==> src/rtl/ppu_pkg.sv <==
// Shared types and helpers for the PPU pixel path: object pixel slot format
// and palette register lookup.
package ppu_pkg;

    localparam int LCD_WIDTH = 160;

    typedef struct packed {
        logic [1:0] color;
        logic       pal;
        logic       prio;
    } obj_pix_t;

    function automatic logic [1:0] pal_lookup(input logic [7:0] pal, input logic [1:0] idx);
        logic [1:0] shade;
        case (idx)
            2'd0:    shade = pal[1:0];
            2'd1:    shade = pal[3:2];
            2'd2:    shade = pal[5:4];
            default: shade = pal[7:6];
        endcase
        return shade;
    endfunction

endpackage

==> src/rtl/pixel_mixer_obj_fifo.sv <==
// Eight-slot object pixel FIFO. A new sprite row only fills slots that are
// still transparent, so earlier (higher priority) objects keep their pixels.
module pixel_mixer_obj_fifo
    import ppu_pkg::*;
(
    input  logic       clk,
    input  logic       rst_n,
    input  logic       clear,
    input  logic       load,
    input  logic [7:0] load_lo,
    input  logic [7:0] load_hi,
    input  logic       load_pal,
    input  logic       load_prio,
    input  logic       shift,
    output obj_pix_t   head
);

    obj_pix_t slots      [8];
    obj_pix_t slots_next [8];

    always_comb begin
        logic [1:0] col;
        col        = 2'b00;
        slots_next = slots;
        if (clear) begin
            for (int i = 0; i < 8; i++) slots_next[i] = '0;
        end else if (load) begin
            for (int i = 0; i < 8; i++) begin
                col = {load_hi[7-i], load_lo[7-i]};
                if (slots[i].color == 2'b00 && col != 2'b00) begin
                    slots_next[i].color = col;
                    slots_next[i].pal   = load_pal;
                    slots_next[i].prio  = load_prio;
                end
            end
        end else if (shift) begin
            for (int i = 0; i < 7; i++) slots_next[i] = slots[i+1];
            slots_next[7] = '0;
        end
    end

    always_ff @(posedge clk or negedge rst_n) begin
        if (!rst_n) begin
            for (int i = 0; i < 8; i++) slots[i] <= '0;
        end else begin
            for (int i = 0; i < 8; i++) slots[i] <= slots_next[i];
        end
    end

    assign head = slots[0];

endmodule

==> src/rtl/pixel_mixer.sv <==
// Background/object pixel merge and palette mapping. Holds the BG FIFO, the
// fine-scroll discard counter and the line column counter.
module pixel_mixer #(
    parameter int LCD_WIDTH = ppu_pkg::LCD_WIDTH,
    parameter int BG_DEPTH  = 16
) (
    input  logic       clk,
    input  logic       rst_n,
    input  logic [7:0] bgp_d,
    input  logic [7:0] obp0_d,
    input  logic [7:0] obp1_d,
    input  logic       lcdc_bg_en,
    input  logic       lcdc_obj_en,
    input  logic [2:0] scx_fine,
    input  logic       line_start,
    input  logic       pix_en,
    input  logic       bg_valid,
    input  logic [7:0] bg_lo,
    input  logic [7:0] bg_hi,
    output logic       bg_ready,
    input  logic       obj_valid,
    input  logic [7:0] obj_lo,
    input  logic [7:0] obj_hi,
    input  logic       obj_pal,
    input  logic       obj_prio,
    output logic       pix_valid,
    output logic [1:0] pix_shade,
    output logic [7:0] pix_x,
    output logic       line_done
);
    import ppu_pkg::*;

    localparam int CW = $clog2(BG_DEPTH + 1);

    logic [1:0]    bg_fifo [BG_DEPTH];
    logic [1:0]    bg_next [BG_DEPTH];
    logic [CW-1:0] bg_count;
    logic [2:0]    discard;
    logic [7:0]    x;

    logic          bg_load;
    logic          shift_en;
    obj_pix_t      obj_head;
    logic [1:0]    bg_idx;
    logic          obj_win;
    logic [1:0]    mix_shade;

    assign bg_ready = (bg_count <= CW'(8));
    assign bg_load  = bg_valid && bg_ready && !line_start;
    assign shift_en = pix_en && (bg_count > CW'(8)) && !obj_valid &&
                      (x < 8'(LCD_WIDTH)) && !line_start;

    pixel_mixer_obj_fifo u_obj_fifo (
        .clk       (clk),
        .rst_n     (rst_n),
        .clear     (line_start),
        .load      (obj_valid && !line_start),
        .load_lo   (obj_lo),
        .load_hi   (obj_hi),
        .load_pal  (obj_pal),
        .load_prio (obj_prio),
        .shift     (shift_en),
        .head      (obj_head)
    );

    // A prio object only hides behind a non-zero (after bg enable) background.
    assign bg_idx    = lcdc_bg_en ? bg_fifo[0] : 2'b00;
    assign obj_win   = lcdc_obj_en && (obj_head.color != 2'b00) &&
                       !(obj_head.prio && (bg_idx != 2'b00));
    assign mix_shade = obj_win ? pal_lookup(obj_head.pal ? obp1_d : obp0_d, obj_head.color)
                               : pal_lookup(bgp_d, bg_idx);

    always_comb begin
        bg_next = bg_fifo;
        if (bg_load) begin
            for (int j = 0; j < BG_DEPTH; j++) begin
                for (int i = 0; i < 8; i++) begin
                    if (j == int'(bg_count) + i) bg_next[j] = {bg_hi[7-i], bg_lo[7-i]};
                end
            end
        end else if (shift_en) begin
            for (int j = 0; j < BG_DEPTH - 1; j++) bg_next[j] = bg_fifo[j+1];
            bg_next[BG_DEPTH-1] = 2'b00;
        end
    end

    always_ff @(posedge clk or negedge rst_n) begin
        if (!rst_n) begin
            for (int j = 0; j < BG_DEPTH; j++) bg_fifo[j] <= 2'b00;
            bg_count  <= '0;
            discard   <= '0;
            x         <= '0;
            pix_valid <= 1'b0;
            pix_shade <= 2'b00;
            pix_x     <= '0;
            line_done <= 1'b0;
        end else if (line_start) begin
            bg_count  <= '0;
            discard   <= scx_fine;
            x         <= '0;
            pix_valid <= 1'b0;
            line_done <= 1'b0;
        end else begin
            for (int j = 0; j < BG_DEPTH; j++) bg_fifo[j] <= bg_next[j];
            pix_valid <= 1'b0;
            line_done <= 1'b0;
            if (bg_load) begin
                bg_count <= bg_count + CW'(8);
            end else if (shift_en) begin
                bg_count <= bg_count - CW'(1);
                if (discard != 3'd0) begin
                    discard <= discard - 3'd1;
                end else begin
                    pix_valid <= 1'b1;
                    pix_shade <= mix_shade;
                    pix_x     <= x;
                    line_done <= (x == 8'(LCD_WIDTH - 1));
                    x         <= x + 8'd1;
                end
            end
        end
    end

endmodule

==> config.mk <==
export PLATFORM = sky130hd
export DESIGN_NAME = pixel_mixer
export DESIGN_NICKNAME = d
export VERILOG_FILES = /design/src/rtl/ppu_pkg.sv /design/src/rtl/pixel_mixer_obj_fifo.sv /design/src/rtl/pixel_mixer.sv
export SDC_FILE = /design/constraint.sdc
export NUM_CORES = 1
export LEC_CHECK = 0
export CAP_MARGIN = 30
export CORE_MARGIN = 2
export CORE_UTILIZATION = 60
export DETAILED_ROUTE_END_ITERATION = 12
export HOLD_SLACK_MARGIN = 0.02
export PLACE_DENSITY = 0.93
export SLEW_MARGIN = 20
export SYNTH_ARGS = -nofsm -noshare
export SYNTH_HDL_FRONTEND = slang
export SYNTH_HIERARCHICAL = 1
export SYNTH_SLANG_ARGS = --single-unit
==> constraint.sdc <==
create_clock -name clk -period 3.8 [get_ports clk]
set_input_delay 0.38 -clock clk [delete_from_list [all_inputs] [get_ports clk]]
set_output_delay 0.38 -clock clk [all_outputs]
set_load 0.05 [all_outputs]
==> flow_metrics.py <==
metrics = {
    "status": {
        "status": "finished, final reports clean",
    },
    "critical_path": {
        "path_class": "flop to flop",
        "critPathLaunch": "bg_count[1]",
        "worst_path_largest_cell_delay_ns": 0.53,
        "reg2reg_from": "bg_count[1]",
        "crit_fanout": 10,
        "crit_top_cell": "nor2_1",
        "crit_arrival_ns": 3.76,
        "cp_slowest_cell": "nand3_1",
        "cp.buffers_inverters": 2,
        "required_ns": 4.04,
        "cpLargestDelayFamily": "simple AND/OR/NAND/NOR gates",
        "cp_cell_sequence": "inv_1 -> ha_1 -> nand2b_1 -> a32oi_2 -> nand3_1 -> buf_4 -> nor2_1 -> nor2_1 -> a211oi_1 -> o22ai_1 -> mux2_2",
        "endpoint_kind": "flop",
        "crit_path_start_kind": "flop",
    },
    "clock_tree": {
        "clk_pin_slew_ns": 0.07,
        "cts_tree": "built",
        "cts_setup_buffers": 0,
        "cts_root_buf": "clkbuf_16",
        "htreeDepth": 3,
        "cts_sinks": 92,
        "clockBufferDepth": 2,
        "numCtsBuffers": 9,
        "clk_latency_ns": 0.37,
    },
    "logic_synthesis": {
        "synth_cells": 1189,
        "synth_top_flop_cell": "dfrtp_1",
        "yosys_warnings": 6,
        "synth-seq-area-share": 0.2548,
        "synth_nets": 1277,
        "synth-seq-cells": 92,
        "ys_types": 91,
        "synth.avg_cell_area_um2": 7.600,
        "synth-edff-count": 0,
        "netlist_area_um2": 9036,
        "async_flop_share": 1.000,
    },
    "sta": {
        "drv_slew": 0,
        "setup_viol": 0,
        "finClkSkew_ns": 0.01649,
        "period_share": 0.9259,
        "slew_headroom": 0.3246,
        "worst_pin_slew_ns": 1.010,
        "period_needed_ns": 3.518,
        "grt_setup_unrepaired": "no",
        "final_hold_viol_count": 0,
        "tns_ns": 0,
        "fmax_ghz": 0.2842,
    },
    "finish": {
        "layout.nets": 1343,
        "fin_area_um2": 10420,
        "diodes": 0,
        "post-route-util": 0.7114,
        "area_growth_pct": 15.29,
        "layout-drive-gt1-share": 0.1008,
        "fin_cells": 1444,
    },
    "die": {
        "die_width_um": 126.7,
        "die-area_um2": 16060,
        "start_util": 0.6171,
        "core_um2": 14640,
        "ios": 82,
        "fp.dieH_um": 126.7,
        "row_count": 44,
    },
    "global_route": {
        "overflow": 0,
        "grt_pass1_wl_um": 55100,
        "grt_pass1_vias": 10230,
        "grt_max_degree": 70,
        "antenna_found_initial": 1,
        "track_usage": 0.4449,
    },
    "place": {
        "numPortBuffers": 77,
        "dp_cells": 1425,
        "place_area_um2": 10060,
        "hpwl_um": 25640,
        "gp_congestion": 1.097,
    },
    "power": {
        "powerDensity_nw_per_um2": 522.2,
        "leakage_nw": 4.374,
        "totalPowerFinal_mw": 5.440,
        "vdd_drop_max_mv": 0.3111,
    },
    "drt": {
        "route.vias.total": 10520,
        "wirelength_um": 35680,
        "drc": 0,
        "wl_per_cell_um": 24.71,
        "drt_iter0_drc": 1826,
        "ant_nets": 0,
        "first_pass_iters": 8,
        "vias_per_cell": 7.288,
    },
    "flow_run": {
        "cap_violations": 0,
    },
    "hold_path": {
        "hold_path_class": "flop to flop",
        "hp-start": "bg_fifo[4]",
    },
}
==> synthesized netlist by cell type (17+ instances only) <==
library cell / number / area, um2
a211oi_1: 27 / 202.7
a21oi_1: 75 / 375.4
a221oi_1: 20 / 175.2
a31oi_1: 18 / 112.6
and3_1: 21 / 131.4
clkbuf_1: 45 / 168.9
dfrtp_1: 92 / 2302
ha_1: 19 / 237.7
inv_1: 25 / 93.84
mux2i_1: 42 / 420.4
nand2_1: 124 / 465.5
nand2b_1: 33 / 206.5
nand3_1: 45 / 225.2
nor2_1: 166 / 623.1
nor3_1: 43 / 215.2
o21ai_0: 51 / 255.2
o22ai_1: 34 / 212.7
o31ai_1: 17 / 127.6
==> layout by cell type, fill, tap and decap left out, types with 10 or more instances in the layout <==
master / instances
a211o_1: 15
a211oi_1: 27
a21o_1: 11
a21oi_1: 75
a221o_1: 14
a221oi_1: 20
a31oi_1: 18
and3_1: 21
buf_4: 51
clkdlybuf4s50_1: 76
dfrtp_1: 92
ha_1: 19
inv_1: 25
mux2_2: 14
mux2i_1: 42
nand2_1: 124
nand2b_1: 33
nand3_1: 45
nand4_1: 15
nor2_1: 166
nor2b_1: 14
nor3_1: 43
o211ai_1: 10
o21ai_0: 51
o22ai_1: 34
o31ai_1: 17
or3_1: 12
xnor2_1: 15
==> report_power, final <==
part           total, mW  internal, mW  switching (mW)  leakage, nW
sequential          1.36          1.19           0.165         1.20
clock               1.00         0.529           0.472        0.157
combinational       3.08          1.07            2.01         3.02
==> worst min-delay path, delay by kind of cell, from the launching register on <==
family	cells	cell delay (ns)
and+or+nand+nor	1	0.04
DFF	1	0.35
AOI/OAI and AO/OA	1	0.06
==> through the flow <==
| stage | hold WS, ns | setup WS, ns |
|---|---|---|
| 2_1_floorplan | 0.08441 | 0.8273 |
| 3_3_place_gp | 0.4644 | 0.5595 |
| 3_5_place_dp | 0.4721 | 0.4503 |
| 4_1_cts | 0.1836 | 0.4483 |
| 5_1_grt | 0.5178 | 0.1701 |
| 6_report | 0.4832 | 0.2817 |
==> sequential cells by signal, indices dropped and copies added, names as in the netlist <==
name              count
bg_count              5
bg_fifo              32
discard               3
line_done             1
pix_shade             2
pix_valid             1
pix_x                 8
u_obj_fifo/head       4
u_obj_fifo/slots     28
x                     8
==> layer usage <==
| layer | wire (um) | share of wire | global-route usage | vias to the layer above |
|---|---|---|---|---|
| met5 | 0 | 0 | 0 | - |
| met4 | 2641 | 0.074 | 0.2870 | 0 |
| met3 | 4906 | 0.14 | 0.1438 | 257 |
| met2 | 15230 | 0.43 | 0.6715 | 821 |
| met1 | 12900 | 0.36 | 0.5490 | 4848 |
| li1 | - | - | - | 4598 |
==> cell families (layout without fill, tap and decap cells) <==
| group | after synthesis | count (layout) | share of synthesized area |
|---|---|---|---|
| xor gates and xnor gates | 23 | 23 | 0.02479 |
| AOI/OAI and AO/OA | 375 | 375 | 0.2966 |
| DFF | 92 | 92 | 0.2548 |
| adders and majority gates | 19 | 19 | 0.02631 |
| buffers and inverters | 101 | 172 | 0.04985 |
| and+or+nand+nor | 521 | 521 | 0.2787 |
| muxes | 58 | 58 | 0.06896 |
==> final timing paths <==
kind | cells past startpoint | to | slack [ns]
setup / recovery | 11 | bg_fifo[29] | 0.28
hold / removal | 2 | bg_fifo[4] | 0.48
setup reg to reg | 11 | bg_fifo[29] | 0.28
hold reg to reg | 2 | bg_fifo[4] | 0.48
max in group asynchronous | 4 | u_obj_fifo/slots[9] | 2.35
min in group asynchronous | 2 | bg_fifo[15] | 0.49
==> layout make-up <==
cell class              count  area (um2)
flip-flops and latches     92        2302
inverters                  26       97.59
multi-input cells         996        6290
repair buffers            130        1181
clock inverters             7       91.34
well taps                 184       230.2
fillers                  1170        4227
clock buffers               9       225.2
==> what timing repair did <==
action,CTS,global route
gates resized for setup,0,0
hold buffers,0,1
hold endpoints to repair,0,34
No activity file was read; power rests on OpenSTA's default activity.
